==> src/rtl/mem_pkg.sv <==
// Shared encodings for the load/store unit: FSM states, access sizes and
// fixed addresses, plus small decode helpers used by the unit and its aligner.
package mem_pkg;

    typedef enum logic [1:0] {
        IDLE    = 2'd0,
        RD_WAIT = 2'd1,
        SLEEP   = 2'd2,
        WAKE    = 2'd3
    } lsu_state_e;

    localparam logic [1:0] SZ_BYTE = 2'd0;
    localparam logic [1:0] SZ_HALF = 2'd1;
    localparam logic [1:0] SZ_WORD = 2'd2;

    localparam logic [31:0] LED_ADDR = 32'h0000_2000;

    // Size code 3 is not a real size; it behaves exactly like a word access.
    function automatic logic [1:0] norm_size(input logic [1:0] size);
        return (size == 2'd3) ? SZ_WORD : size;
    endfunction

    // Half accesses need an even address, word accesses a 4-byte aligned one.
    function automatic logic is_misaligned(input logic [1:0] size, input logic [1:0] addr_lo);
        logic [1:0] sz;
        sz = norm_size(size);
        return ((sz == SZ_HALF) && addr_lo[0]) ||
               ((sz == SZ_WORD) && (addr_lo != 2'b00));
    endfunction

endpackage

==> src/rtl/lsu_align.sv <==
// Purely combinational lane logic: byte enables and lane replication for the
// outgoing request, and lane selection plus extension for returning load data.
module lsu_align
    import mem_pkg::*;
(
    input  logic [1:0]  req_size,
    input  logic [1:0]  req_addr_lo,
    input  logic [31:0] req_wdata,
    output logic [3:0]  lane_mask,
    output logic [31:0] lane_wdata,
    input  logic [1:0]  cap_size,
    input  logic [1:0]  cap_addr_lo,
    input  logic        cap_unsigned,
    input  logic [31:0] rdata,
    output logic [31:0] load_data
);

    logic [1:0]  req_sz;
    logic [1:0]  cap_sz;
    logic [31:0] rd_shift;
    logic [7:0]  rd_byte;
    logic [15:0] rd_half;

    // Byte enables follow the low address bits; store data is replicated so
    // whichever lanes are enabled already carry the right bytes.
    always_comb begin
        req_sz     = norm_size(req_size);
        lane_mask  = 4'b0000;
        lane_wdata = 32'h0;
        case (req_sz)
            SZ_BYTE: begin
                lane_mask  = 4'b0001 << req_addr_lo;
                lane_wdata = {4{req_wdata[7:0]}};
            end
            SZ_HALF: begin
                lane_mask  = req_addr_lo[1] ? 4'b1100 : 4'b0011;
                lane_wdata = {2{req_wdata[15:0]}};
            end
            default: begin
                lane_mask  = 4'b1111;
                lane_wdata = req_wdata;
            end
        endcase
    end

    // Pick the addressed lane of the returned word and right-justify it,
    // zero- or sign-extending according to the captured request.
    always_comb begin
        cap_sz    = norm_size(cap_size);
        rd_shift  = rdata >> {cap_addr_lo, 3'b000};
        rd_byte   = rd_shift[7:0];
        rd_half   = cap_addr_lo[1] ? rdata[31:16] : rdata[15:0];
        load_data = rdata;
        case (cap_sz)
            SZ_BYTE: load_data = cap_unsigned ? {24'h0, rd_byte}
                                              : {{24{rd_byte[7]}}, rd_byte};
            SZ_HALF: load_data = cap_unsigned ? {16'h0, rd_half}
                                              : {{16{rd_half[15]}}, rd_half};
            default: load_data = rdata;
        endcase
    end

endmodule

==> src/rtl/load_store_unit.sv <==
// CPU-side load/store unit: single-cycle stores, one-stall-cycle loads,
// misalignment rejection and a sleep/wake handshake toward the data memory.
// Handshake: the CPU presents req_valid with a stable request; while stall=1
// it must hold that request unchanged, and the request is consumed in the
// first cycle it is presented with stall=0 (loads complete on rsp_valid).
module load_store_unit
    import mem_pkg::*;
#(
    parameter int WAKE_CYCLES = 1,
    parameter int ADDR_BITS   = 18
) (
    input  logic        clk,
    input  logic        rst,
    input  logic        req_valid,
    input  logic        req_write,
    input  logic [1:0]  req_size,
    input  logic        req_unsigned,
    input  logic [31:0] req_addr,
    input  logic [31:0] req_wdata,
    input  logic        wfi,
    output logic        stall,
    output logic        rsp_valid,
    output logic [31:0] rsp_data,
    output logic        misaligned,
    output logic [31:0] mem_addr,
    output logic [31:0] mem_wdata,
    output logic        mem_write,
    output logic        mem_read,
    output logic [3:0]  mem_mask,
    output logic        mem_wfi,
    input  logic [31:0] mem_rdata
);

    localparam logic [31:0] ADDR_MASK = (ADDR_BITS >= 32) ? 32'hFFFF_FFFF
                                        : ((32'd1 << ADDR_BITS) - 32'd1);
    localparam logic [3:0]  WAKE_LAST = 4'(WAKE_CYCLES - 1);

    lsu_state_e  state_q, state_d;
    logic [3:0]  wake_cnt_q, wake_cnt_d;
    logic [1:0]  ld_size_q, ld_size_d;
    logic [1:0]  ld_lo_q, ld_lo_d;
    logic        ld_uns_q, ld_uns_d;
    logic        mem_wfi_q, mem_wfi_d;

    logic        req_mis;
    logic [3:0]  lane_mask;
    logic [31:0] lane_wdata;
    logic [31:0] load_data;

    lsu_align u_align (
        .req_size     (req_size),
        .req_addr_lo  (req_addr[1:0]),
        .req_wdata    (req_wdata),
        .lane_mask    (lane_mask),
        .lane_wdata   (lane_wdata),
        .cap_size     (ld_size_q),
        .cap_addr_lo  (ld_lo_q),
        .cap_unsigned (ld_uns_q),
        .rdata        (mem_rdata),
        .load_data    (load_data)
    );

    // State register, wake counter, captured load attributes and mem_wfi flop.
    always_ff @(posedge clk) begin
        if (rst) begin
            state_q    <= IDLE;
            wake_cnt_q <= 4'd0;
            ld_size_q  <= SZ_BYTE;
            ld_lo_q    <= 2'b00;
            ld_uns_q   <= 1'b0;
            mem_wfi_q  <= 1'b0;
        end else begin
            state_q    <= state_d;
            wake_cnt_q <= wake_cnt_d;
            ld_size_q  <= ld_size_d;
            ld_lo_q    <= ld_lo_d;
            ld_uns_q   <= ld_uns_d;
            mem_wfi_q  <= mem_wfi_d;
        end
    end

    // Next-state and output decode; reset holds every output low.
    always_comb begin
        state_d    = state_q;
        wake_cnt_d = wake_cnt_q;
        ld_size_d  = ld_size_q;
        ld_lo_d    = ld_lo_q;
        ld_uns_d   = ld_uns_q;
        stall      = 1'b0;
        rsp_valid  = 1'b0;
        rsp_data   = 32'h0;
        misaligned = 1'b0;
        mem_write  = 1'b0;
        mem_read   = 1'b0;
        mem_mask   = 4'b0000;
        mem_addr   = 32'h0;
        mem_wdata  = 32'h0;
        req_mis    = is_misaligned(req_size, req_addr[1:0]);

        case (state_q)
            IDLE: begin
                if (req_valid) begin
                    if (req_mis) begin
                        misaligned = 1'b1;
                    end else if (req_write) begin
                        mem_write = 1'b1;
                        mem_mask  = lane_mask;
                        mem_addr  = req_addr & ADDR_MASK;
                        mem_wdata = lane_wdata;
                    end else begin
                        mem_read  = 1'b1;
                        mem_mask  = lane_mask;
                        mem_addr  = req_addr & ADDR_MASK;
                        stall     = 1'b1;
                        ld_size_d = norm_size(req_size);
                        ld_lo_d   = req_addr[1:0];
                        ld_uns_d  = req_unsigned;
                        state_d   = RD_WAIT;
                    end
                end else if (wfi) begin
                    state_d = SLEEP;
                end
            end
            RD_WAIT: begin
                rsp_valid = 1'b1;
                rsp_data  = load_data;
                state_d   = IDLE;
            end
            SLEEP: begin
                stall = req_valid;
                if (!wfi) begin
                    state_d    = WAKE;
                    wake_cnt_d = 4'd0;
                end
            end
            WAKE: begin
                // wfi is deliberately not looked at here; sleep can only be
                // re-entered from IDLE.
                stall = req_valid;
                if (wake_cnt_q == WAKE_LAST) begin
                    state_d    = IDLE;
                    wake_cnt_d = 4'd0;
                end else begin
                    wake_cnt_d = wake_cnt_q + 4'd1;
                end
            end
            default: state_d = IDLE;
        endcase

        if (rst) begin
            stall      = 1'b0;
            rsp_valid  = 1'b0;
            rsp_data   = 32'h0;
            misaligned = 1'b0;
            mem_write  = 1'b0;
            mem_read   = 1'b0;
            mem_mask   = 4'b0000;
            mem_addr   = 32'h0;
            mem_wdata  = 32'h0;
        end

        mem_wfi_d = (state_d == SLEEP) && !rst;
    end

    assign mem_wfi = mem_wfi_q;

endmodule
==> config.mk <==
export PLATFORM = sky130hd
export DESIGN_NAME = load_store_unit
export DESIGN_NICKNAME = d
export VERILOG_FILES = /design/src/rtl/mem_pkg.sv /design/src/rtl/lsu_align.sv /design/src/rtl/load_store_unit.sv
export SDC_FILE = /design/constraint.sdc
export NUM_CORES = 1
export LEC_CHECK = 0
export ABC_CLOCK_PERIOD_IN_PS = 1950
export BUFFER_PORTS_ARGS = -buffer_cell sky130_fd_sc_hd__buf_2
export CAP_MARGIN = 20
export CORE_MARGIN = 8
export CORE_UTILIZATION = 33
export DETAILED_ROUTE_END_ITERATION = 10
export GPL_TIMING_DRIVEN = 1
export PLACE_DENSITY = 0.79
export SYNTH_ARGS = -nofsm -noshare
export SYNTH_HDL_FRONTEND = slang
export SYNTH_SLANG_ARGS = --single-unit
==> constraint.sdc <==
create_clock -name clk -period 1.95 [get_ports clk]
set_input_delay 0.39 -clock clk [delete_from_list [all_inputs] [get_ports clk]]
set_output_delay 0.39 -clock clk [all_outputs]
set_load 0.05 [all_outputs]
* Yosys cells after proc, flatten, opt, wreduce, memory -nomap -nowiden
Cells that the tools add are included.
Word-level totals: register bits 12, bits in latches 0, RAM bits 0, bits in read-only memories 0, input bits 104, output and inout port bits 106, word-level logic and storage cells 87, memories 0
Cells by class: add/sub/neg operators 1, multipliers 0, divide/modulo/power cells 0, magnitude comparators 0, eq/ne operators 10, shift operators 2, multiplexer cells 52, bitwise logic cells 2, reduce and logical (&&, ||, !) cells 14
Operators by type and width (number):
- $mux W32 | 10
- $pmux W32 S2 | 2
- $mux W18 | 3
- $shr A32 B5 Y8 | 1
- $mux W4 | 7
- $mux W1 | 17
- $mux W16 | 1
- $mux W2 | 8
- $pmux W4 S2 | 2
- $eq A2 B2 Y1 const B | 6
- $pmux W2 S4 | 1
- $eq A2 B1 Y1 const B | 3
- $logic_not A2 Y1 | 3
- $add A4 B1 Y4 const B | 1
- $logic_not A4 Y1 | 1
- $reduce_and A4 Y1 | 1
- $reduce_bool A2 Y1 | 2
- $shl A1 B2 Y4 const A | 1
- $logic_and A1 B1 Y1 | 3
- $ne A2 B2 Y1 const B | 1
- $not A1 Y1 | 2
- $pmux W1 S2 | 1
- $reduce_and A2 Y1 | 1
- $reduce_or A2 Y1 | 1
- other kinds (2) | 2

* Depth between registers and ports, before layout
Gate-level depths: netlist of run 1.
depth in word-level cells 10, gate-level depth with buffers 8, mapped depth without buffers 6

* Hierarchy
From an unflattened synthesis of run 1, not the netlist that was laid out.
Second synthesis, totals: cell total of the unflattened synthesis 345, area, all modules 2580.0 µm²
Modules (own cells, without submodules):
- load_store_unit | times used 1, cells each 192, area each 1417.6 µm², sequential area each 240.2 µm²
- lsu_align | times used 1, cells each 153, area each 1162.4 µm², sequential area each 0.0 µm²

* Worst setup path after synthesis of run 1
No wires, ideal clock.
kind reg2out, start point reg ld_size_q[1], end point out rsp_data[10], arrival time 2461 ps, data required time 1560 ps, slack -901 ps, stages on the path, launching flop included 6, buffers on the path 1, path through dfxtp_1 -> clkbuf_1 -> nor3b_2 -> a22o_1 -> a21oi_1 -> a221oi_1
On the way: longest elaborated chain between the ends 6, elaborated cells on any way between the ends 7, classes of those cells 2 x eq/ne; 4 x mux; 1 x reduce/logical
RTL lines:
- start: declaration | line load_store_unit.sv:40 | logic [1:0] ld_size_q, ld_size_d;
- start signal: assignment | line load_store_unit.sv:75 | ld_size_q <= ld_size_d;
- $eq A2 B2 Y1 | line mem_pkg.sv:20 | return (size == 2'd3) ? SZ_WORD : size;
- $mux W2 * | line mem_pkg.sv:20
- $eq A2 B1 Y1 or $logic_not A2 Y1 (tied branches) | line lsu_align.sv:54 | case (cap_sz)
- $pmux W32 S2 * | line lsu_align.sv:54
- $mux W32 * | line load_store_unit.sv:100 | case (state_q)
- $mux W32 * | line load_store_unit.sv:150 | if (rst) begin
- end: declaration | line load_store_unit.sv:23 | output logic [31:0] rsp_data,
Every way passes the cells marked *; elsewhere a longest branch is shown, timed or not.

* Final worst setup path of run 1
start point reg state_q[0], end point out mem_wdata[15]
On the way: longest elaborated chain between the ends 3
RTL lines:
- start: declaration | line load_store_unit.sv:38 | lsu_state_e state_q, state_d;
- start signal: assignment | line load_store_unit.sv:73 | state_q <= state_d;
- $logic_not A2 Y1 | line load_store_unit.sv:100
- $mux W32 | line load_store_unit.sv:100
- $mux W32 | line load_store_unit.sv:150
- end: declaration | line load_store_unit.sv:26 | output logic [31:0] mem_wdata,
No other way between the ends.

==> run metrics, run 1 <==
status=complete, but fails checks; violations in the final reports=setup timing; first-pass GRT wire length=25400 µm; Min Hold Slack=0.452 ns; routability congestion estimate=0.839; Design Power=0.00175 W; Post-DP Area=between 4000 and 5000 µm²; initial antenna violation count=2; Final Util=between 90% and 100%; Rel. slew slack=between 50% and 60%; FILL cells=160; peak supply drop=0.000473 V; worst hold stages=3; f_max=375 MHz; GRT Util Overall=36.9%; CTS tree=built; Cells after Synth=roughly 320; Die Wd=95 µm; FF-to-FF Start=wake_cnt_q[0]; Overflow after GRT=0; clock root cell=clkbuf_8; Post-Syn Area per Cell=between 6 and 7 µm²; area grow syn2layout=176%; Worst Clk Skew=approximately 0.0075 ns; Worst Path Required=1.56 ns; Pins Over Slew Limit=0; Netlist cell types=45; CTS Hold Bufs=0; max incr delay on CP=between 0.5 and 0.6 ns; Iter 0 DRT Violations=580; sink of the worst hold path=ld_uns_q; htree depth=1; CP Launch Type=register; reg2reg setup slack=approximately 0.02 ns; largest delay contributor family on the critical path=simple AND/OR/NAND/NOR gates; Reg area=between 200 and 300 µm²; Reg2Reg Capture Point=wake_cnt_q[3]; first drt pass iteration count=7; DRT Wirelength=20500 µm; later-pin clock latency in the skew report=approximately 0.26 ns; deepest clock path buffer count=2; Worst EP arrival=2.27 ns; Initial Utilization=34.4%; max cap viols=0; most frequent cells in the layout=buf_2, buf_6, buf_8; cell taking the most area after synthesis=nand2_1; largest net degree at the start of global routing=26; power per cell area=308 nW/µm²; Die Area=9030 µm²; final hold vios=0; Synth top area share=12.2%; die boundary height=around 95 µm; R2R cell count=6; Tightest Pin Transition=~0.66 ns; commonest non-fill, non-tap cell in the layout=buf_2; HP Start=req_unsigned; core region area=5990 µm²; RSZ-0062 raised after global routing=true; clock sink total=12; CP Capture Type=output pin; critical path class=reg -> out; final period utilization=137%; Leak=between 2 and 3 nW; vias in the first global route=4378; I/O pin total=210; Port Buffers=181; post-detail-place hpwl=8510 µm; CP bufs+invs=2; remaining antenna violation count=0; DR vias/cell=6.47; Layout Nets=around 670; TritonCTS buffer count=3; setup ws final=-0.714 ns; hold crit path type=in -> reg; clock transition at the registers of the reported paths=0.07 ns; Site Rows=28; synthesized flop and latch total=12; CP Cell Sequence=or4b_4 -> a221oi_4 -> nand2_4 -> bufbuf_16 -> a21oi_4 -> buf_8; Setup-failing EPs final=91; min Tclk post-route=2.66 ns; post-DR wirelength/cell=31.9 µm; Post-Syn Area=about 2100 µm²; vias=4145; area of the multi-input gates=2660 µm²; DRC=0; CP max FO=6; Synth area leaders=nand2_1, dfxtp_1, mux2i_1; sequential fraction of the synthesis area=11.7%; YS warnings=0; layout cell share with drive strength beyond 1=73.0%; cell area after layout=5690 µm²; Crit-path slowest cell=or4b_4
[layer usage]
metal  GRT usage (%)  wire length, µm
met5               0                0
met4            26.9             1720
met3            9.84             2580
met2            65.8             9610
met1            36.3             6560
[synthesized netlist by cell type]
library cell and n:
nor4b_1 1, a21oi_1 20, o21ai_1 2, nand2_4 1, buf_4 14, a221oi_4 1
clkbuf_1 15, a21oi_2 3, nor3_1 6, nor3b_2 1, nand3b_1 2, nand3_1 2
or4b_1 1, conb_1 1, nand2_1 67, buf_1 3, inv_1 16, o21bai_1 1
mux2i_1 22, a211oi_1 1, a22o_1 1, buf_2 4, mux2_2 9, and3_1 9
dfxtp_1 12, nor2_1 43, nor2b_1 2, or3_1 1, o22a_1 1, ha_1 2
a222oi_1 7, or2_2 2, or3b_1 1, a32oi_1 1, and2b_1 1, buf_6 2
xnor2_1 2, a221oi_1 9, o21ai_0 9, a21o_1 1, clkbuf_2 2, and2_1 19
o22ai_1 1, a31oi_1 1, nor3b_1 2
[cell type report]
type / instances / area share [%]
multi-input combinational: 270 / 46.7
inverter: 16 / 1.34
antenna: 2 / 0.0879
clock buffer: 4 / 0.967
timing repair buffer: 262 / 44.8
sequential: 12 / 4.40
tap: 75 / 1.65
[worst max path at each step]
| stage | from | endpoint | slack [ns] | depth (start not counted) |
|---|---|---|---|---|
| 2_1_floorplan | rst | mem_wdata[13] | -0.42 | 6 |
| 3_3_place_gp | rst | mem_wdata[7] | -0.44 | 6 |
| 3_5_place_dp | rst | mem_wdata[7] | -0.45 | 6 |
| 4_1_cts | state_q[1] | mem_wdata[15] | -0.46 | 6 |
| 5_1_grt | state_q[0] | mem_wdata[15] | -0.78 | 6 |
| 6_report | state_q[0] | mem_wdata[15] | -0.71 | 6 |
[power by group]
group	total (W)	switching [W]	internal [W]
Combinational	0.00118	0.000724	0.000454
Sequential	0.000267	0.0000135	0.000254
Clock	0.000308	0.000128	0.000180
[registers in the layout, indices dropped and copies added (netlist names)]
name and flops:
wake_cnt_q 4, ld_size_q 2, ld_lo_q 2, mem_wfi 1
ld_uns_q 1, state_q 2
[kinds of logic (layout without fill, tap and decap cells)]
logic type	count (synthesis)	count (layout)	synth area share (%)
and+or+nand+nor	161	162	36.3
AOI/OAI and AO/OA	59	59	20.3
other	1	16	0.182
DFF	12	12	11.7
muxes	31	31	15.6
buffers and inverters	56	282	13.9
adders and majority gates	2	2	1.21
xor gates and xnor gates	2	2	0.851
[worst register-to-register path, stage by stage (launching register included)]
cell and delay, ns:
dfxtp_1 0.41, inv_1 0.12, ha_1 0.20, nor3b_1 0.18, or2_2 0.34, or3_1 0.39, a31oi_1 0.20
[through the flow]
step / instances / setup WS (ns) / setup TNS, ns
4_1_cts: 636 / -0.458 / -32.10
3_3_place_gp: 614 / -0.437 / -29.64
6_report: 641 / -0.714 / -49.30
5_1_grt: 641 / -0.779 / -53.50
3_5_place_dp: 614 / -0.446 / -30.96
2_1_floorplan: 337 / -0.420 / -21.92
[timing repair]
item | CTS | global route
resized for setup | 274 | 48
gates cloned | 7 | 0
setup endpoints to repair | 91 | 91
pin swaps | 27 | 18
buffers inserted | 12 | 4
Power figures use the tool's default switching activity.
==> inputs of run 2 (changes only) <==
--- a/config.mk
+++ b/config.mk
@@ -8,7 +8,7 @@
 export ABC_CLOCK_PERIOD_IN_PS = 1950
 export BUFFER_PORTS_ARGS = -buffer_cell sky130_fd_sc_hd__buf_2
 export CAP_MARGIN = 20
-export CORE_MARGIN = 8
+export CORE_MARGIN = 2
 export CORE_UTILIZATION = 33
 export DETAILED_ROUTE_END_ITERATION = 10
 export GPL_TIMING_DRIVEN = 1
==> run 2 against run 1 <==
Compared with the run above: clock power down 20%; worst setup slack better by 0.18 ns; die area down 24%; clock skew down 0.0028 ns; largest power group unchanged; routed wire length down 15%; design area down 0.64%; cell count down 0.47%; the run still ends with setup timing left; non-clock buffer count up 1; highest routed layer unchanged; maximum frequency up 7.0%; sequential share of layout area about the same; sequential cell count unchanged.
==> run metrics, run 2 (synthesis results as in run 1) <==
CP Launch Type=register; Reg power frac=15.8% (+0.6 points); clock transition at the registers of the reported paths=0.06 ns (about the same); Clk pwr share=14.8% (-2.8 points); CP Capture Type=output pin; Min Hold Slack=0.487 ns (+0.0344 ns); GRT Util Overall=37.9% (+1.0 points); Die Wd=83 µm (-13%); Leak=2.64 nW (about the same); DRC=0 (unchanged); area of the multi-input gates=2630 µm² (-1.2%); Comb power frac=69.3% (+2.1 points); Sw Ratio=49.4% (about the same); die boundary height=83 µm (-13%); status=complete, but fails checks; Rel. slew slack=45.3% (-10 points); Worst EP arrival=2.10 ns (-0.17 ns); post-DR wirelength/cell=27.1 µm (-15%); Site Rows=28 (unchanged); setup ws final=-0.539 ns (+0.175 ns); Die Area=6890 µm² (-24%); critical path class=reg -> out; NetSw=0.000821 W (-5.1%); later-pin clock latency in the skew report=0.25 ns (about the same); Tightest Pin Transition=0.815 ns (+0.153 ns); most frequent cells in the layout=buf_2, buf_6, buf_4; remaining antenna violation count=0 (unchanged); Final Util=94.4% (-0.61 points); commonest non-fill, non-tap cell in the layout=buf_2; Pins Over Slew Limit=0 (unchanged); Layout Nets=671 (unchanged); Int Power=0.000842 W (-5.1%); core region area=5990 µm² (unchanged); DRT Wirelength=17300 µm (-15%); max cap viols=0 (unchanged); post-detail-place hpwl=7510 µm (-12%); vias=4018 (-3.1%); hold crit path type=in -> reg; Worst Path Required=1.56 ns (about the same); RSZ-0062 raised after global routing=true; Initial Utilization=34.4% (unchanged); final period utilization=128% (-9.0 points); largest net degree at the start of global routing=28 (+7.7%); DR vias/cell=6.30 (-2.6%); CP max FO=7 (+1); initial antenna violation count=0 (-2); Worst Clk Skew=0.00465 ns (-0.00281 ns); Biggest register=wake_cnt_q; f_max=402 MHz (+7.0%); min Tclk post-route=2.49 ns (-0.175 ns); clock sink total=12 (unchanged); routability congestion estimate=0.801 (-4.4%); CTS tree=built; peak supply drop=0.000276 V (-42%); Overflow after GRT=0 (unchanged); htree depth=1 (unchanged); I/O pin total=210 (unchanged); first-pass GRT wire length=21000 µm (-17%); Port Buffers=181 (unchanged); layout cell share with drive strength beyond 1=73.4% (+0.31 points); TritonCTS buffer count=3 (unchanged); Setup-failing EPs final=91 (unchanged); vias in the first global route=3870 (-12%); deepest clock path buffer count=2 (unchanged); first drt pass iteration count=8 (+1); FILL cells=157 (-1.9%); Reg area=249 µm² (-0.50%); power per cell area=294 nW/µm² (-4.5%); final hold vios=0 (unchanged); antenna cells=0 (-2); area grow syn2layout=175%; violations in the final reports=setup timing; Largest register FFs=4 (unchanged); Iter 0 DRT Violations=511 (-12%); clock root cell=clkbuf_8
## run 2: layout make-up
| cell class | instances | area share, % |
|---|---|---|
| Clock buffer | 3 | 0.730 |
| Inverter | 16 | 1.35 |
| Multi-Input combinational cell | 269 | 46.5 |
| Sequential cell | 12 | 4.40 |
| Tap cell | 75 | 1.66 |
| Timing Repair Buffer | 263 | 45.4 |
## run 2: per-layer routing
| layer | vias up | wire, µm | global-route usage [%] |
|---|---|---|---|
| met3 | 171 | 1910 | 9.15 |
| li1 | 1565 | - | - |
| met5 | - | 0 | 0 |
| met1 | 1844 | 5400 | 38.5 |
| met4 | 0 | 1800 | 22.8 |
| met2 | 438 | 8200 | 69.6 |
## run 2: critical path, stage by stage (launching register included)
cell and delay, ns:
dfxtp_2 0.33, or4b_4 0.55, a221oi_4 0.31, nand2_4 0.16, buf_12 0.19, a21oi_4 0.13, buf_6 0.18
## run 2: power by group through the flow
stage	sequential (W)	combinational, W	clock (W)
floorplan	0.000272	0.000575	0
global placement	0.000265	0.000833	0
detailed placement	0.000266	0.000853	0
CTS	0.000261	0.000995	0.000230
global route	0.000264	0.00117	0.000254
finish	0.000263	0.00115	0.000247
## run 2: timing repair
action,in CTS,in global routing
cloned,3,2
gates resized for setup,260,53
setup buffers,10,15
endpoints found under the setup margin,91,91
hold endpoints to repair,0,0
pin swaps,19,15
hold buffers,0,0
## run 2: through the flow
step                      cells  cell area, µm²  TNS [ns]  worst slack (ns)  power (W)
after floorplan             337            3090    -21.92            -0.420   0.000846
after global placement      609            4260    -28.48            -0.449    0.00110
after detailed placement    609            4260    -30.44            -0.502    0.00112
after CTS                   624            5290    -32.02            -0.443    0.00149
after global routing        638            5660    -41.59            -0.563    0.00169
final                       638            5660    -39.33            -0.539    0.00166
## run 2: final timing paths
| kind | from | to | slack (ns) | cells past startpoint |
|---|---|---|---|---|
| max | state_q[1] | mem_wdata[9] | -0.54 | 6 |
| min reg2reg | wake_cnt_q[3] | wake_cnt_q[3] | 0.53 | 2 |
| min | req_unsigned | ld_uns_q | 0.49 | 3 |
| max reg2reg | wake_cnt_q[1] | wake_cnt_q[3] | 0.19 | 6 |
==> inputs of run 3 (changes only) <==
--- a/config.mk
+++ b/config.mk
@@ -5,6 +5,7 @@
 export SDC_FILE = /design/constraint.sdc
 export NUM_CORES = 1
 export LEC_CHECK = 0
+export ABC_AREA = 0
 export ABC_CLOCK_PERIOD_IN_PS = 1950
 export BUFFER_PORTS_ARGS = -buffer_cell sky130_fd_sc_hd__buf_2
 export CAP_MARGIN = 20
==> constraint.sdc (replaced) <==
create_clock -name clk -period 1.95 [get_ports clk]
set_input_delay 0.39 -clock clk [delete_from_list [all_inputs] [get_ports clk]]
set_output_delay 0.39 -clock clk [all_outputs]
set_load 0.005 [all_outputs]
==> run 3 against run 2 <==
Compared with the run above: the run still ends with setup timing left; largest power group unchanged; hold slack worse by 0.074 ns; cell count down 5.5%; total power down 33%; worst setup slack improved by 0.17 ns.
==> run metrics, run 3 (synthesis results as in run 1) <==
most frequent cells in the layout=buf_2, nand2_1, nor2_1, buf_4, nand2_2; later-pin clock latency in the skew report=0.24 ns (about the same); setup ws final=-0.372 ns (+0.167 ns); I/O pin total=210 (unchanged); Final Instance Count excl. Fillers=603 (-5.5%); Crit-path slowest cell=or4b_4; area grow syn2layout=85.8%; setup TNS=-24.90 ns (+14.43 ns); Worst Path Required=1.56 ns (about the same); DRC=0 (unchanged); min Tclk post-route=2.32 ns (-0.167 ns); clock root cell=clkbuf_8; largest delay contributor family on the critical path=simple AND/OR/NAND/NOR gates; status=complete, but fails checks; Reg area=248 µm² (-0.50%); TritonCTS buffer count=3 (unchanged); Tightest Pin Transition=0.511 ns (-0.304 ns); routability congestion estimate=0.877 (+9.4%); post-DR wirelength/cell=14.9 µm (-45%); core region area=5990 µm² (unchanged); antenna cells=0 (unchanged); power per cell area=290 nW/µm² (-1.4%); CP max FO=7 (unchanged); Worst Clk Skew=0.00486 ns (+0.000210 ns); layout cell share with drive strength beyond 1=62.1% (-11 points); Biggest register=wake_cnt_q; CP Cell Sequence=or4b_4 -> a221oi_4 -> buf_6 -> nand2_8 -> a21oi_2 -> buf_2; Final Util=63.9% (-31 points); Initial Utilization=34.4% (unchanged); remaining antenna violation count=0 (unchanged); CTS tree=built; Rel. slew slack=65.6% (+20 points); vias=3095 (-23%); Inst Count DP=585 (-3.9%); violations in the final reports=setup timing; clock sink total=12 (unchanged); GRT Util Overall=23.4% (-15 points); first drt pass iteration count=4 (-4); CTS Hold Bufs=0 (unchanged); post-detail-place hpwl=6340 µm (-15%); CP bufs+invs=2 (unchanged); area of the multi-input gates=2000 µm² (-24%); FILL cells=523 (+230%); pre-CTS WS=-0.320 ns (+0.182 ns); CP Capture Type=output pin; Die Wd=83 µm (unchanged); hold crit path type=in -> reg; vias in the first global route=2880 (-26%); max incr delay on CP=0.55 ns (about the same); max cap viols=0 (unchanged); peak supply drop=0.000195 V (-29%); initial antenna violation count=0 (unchanged); htree depth=1 (unchanged); Largest register FFs=4 (unchanged); die boundary height=83 µm (unchanged); deepest clock path buffer count=2 (unchanged); Leak=2.18 nW (-18%); f_max=431 MHz (+7.2%); commonest non-fill, non-tap cell in the layout=buf_2; Setup-failing EPs final=90 (-1.1%); clock transition at the registers of the reported paths=0.06 ns (about the same); DR vias/cell=5.13 (-19%); Pins Over Slew Limit=0 (unchanged); Worst EP arrival=1.93 ns (-0.17 ns); largest net degree at the start of global routing=28 (unchanged); Iter 0 DRT Violations=106 (-79%); Die Area=6890 µm² (unchanged); DRT Wirelength=8990 µm (-48%); CP Launch Type=register; Port Buffers=181 (unchanged); final hold vios=0 (unchanged); Site Rows=28 (unchanged); Layout Nets=635 (-5.4%); first-pass GRT wire length=13700 µm (-35%); critical path class=reg -> out; final period utilization=119% (-8.6 points); RSZ-0062 raised after global routing=true; Overflow after GRT=0 (unchanged)
run 3: cell types whose count changed in the layout (fill, tap and decap cells not counted), sizes merged:
| cell | change |
|---|---|
| clkinvlp | -1 |
| inv | +1 |
| buf | -37 |
| nand2 | +2 |
run 3: through the flow:
step           instance area, µm²  hold slack (ns)  total power (W)
2_1_floorplan                2140            0.463         0.000518
3_3_place_gp                 3160            0.488         0.000720
3_5_place_dp                 3160            0.503         0.000728
4_1_cts                      3580            0.407          0.00106
5_1_grt                      3830            0.447          0.00117
6_report                     3830            0.413          0.00111
run 3: final cells by class:
type	count	area share [%]
repair buffers	225	35.9
well taps	75	2.45
multi-input cells	271	52.2
flip-flops and latches	12	6.47
inverters	16	1.57
clock buffers	4	1.44
run 3: where the power goes:
part	switching (W)	total, W	leakage [nW]	internal, W
registers	0.00000786	0.000261	0.0994	0.000254
clock network	0.0000934	0.000272	0.0288	0.000178
logic	0.000302	0.000577	2.05	0.000275
total	0.000403	0.00111	2.18	0.000707
run 3: worst reg2reg max path: stages (launching register included):
cell and delay (ns):
dfxtp_1 0.35, inv_1 0.08, ha_1 0.19, nor3b_1 0.16, or2_2 0.31, or3_1 0.36, a31oi_1 0.13
run 3: worst paths after layout:
check / start / slack, ns / endpoint / cells after the start
hold / removal: req_unsigned / 0.41 / ld_uns_q / 3
setup reg to reg: wake_cnt_q[0] / 0.30 / wake_cnt_q[3] / 6
setup / recovery: state_q[1] / -0.37 / mem_wdata[13] / 6
hold reg to reg: wake_cnt_q[2] / 0.53 / wake_cnt_q[2] / 2
run 3: what timing repair did:
action / CTS / global route
endpoints found under the setup margin: 88 / 90
pin swaps: 19 / 12
resized for setup: 61 / 60
cloned: 4 / 1
buffers inserted: 8 / 3
endpoints found under the hold margin: 0 / 0
run 3: per-layer routing:
metal  routed length, µm  part of all wire (%)  vias up  global-route usage [%]
li1                    -                     -     1496                       -
met1                3220                    36     1402                    24.9
met2                4890                    54      177                    46.5
met3                 648                   7.2       20                    3.08
met4                 239                   2.7        0                    7.60
met5                   0                     0        -                       0
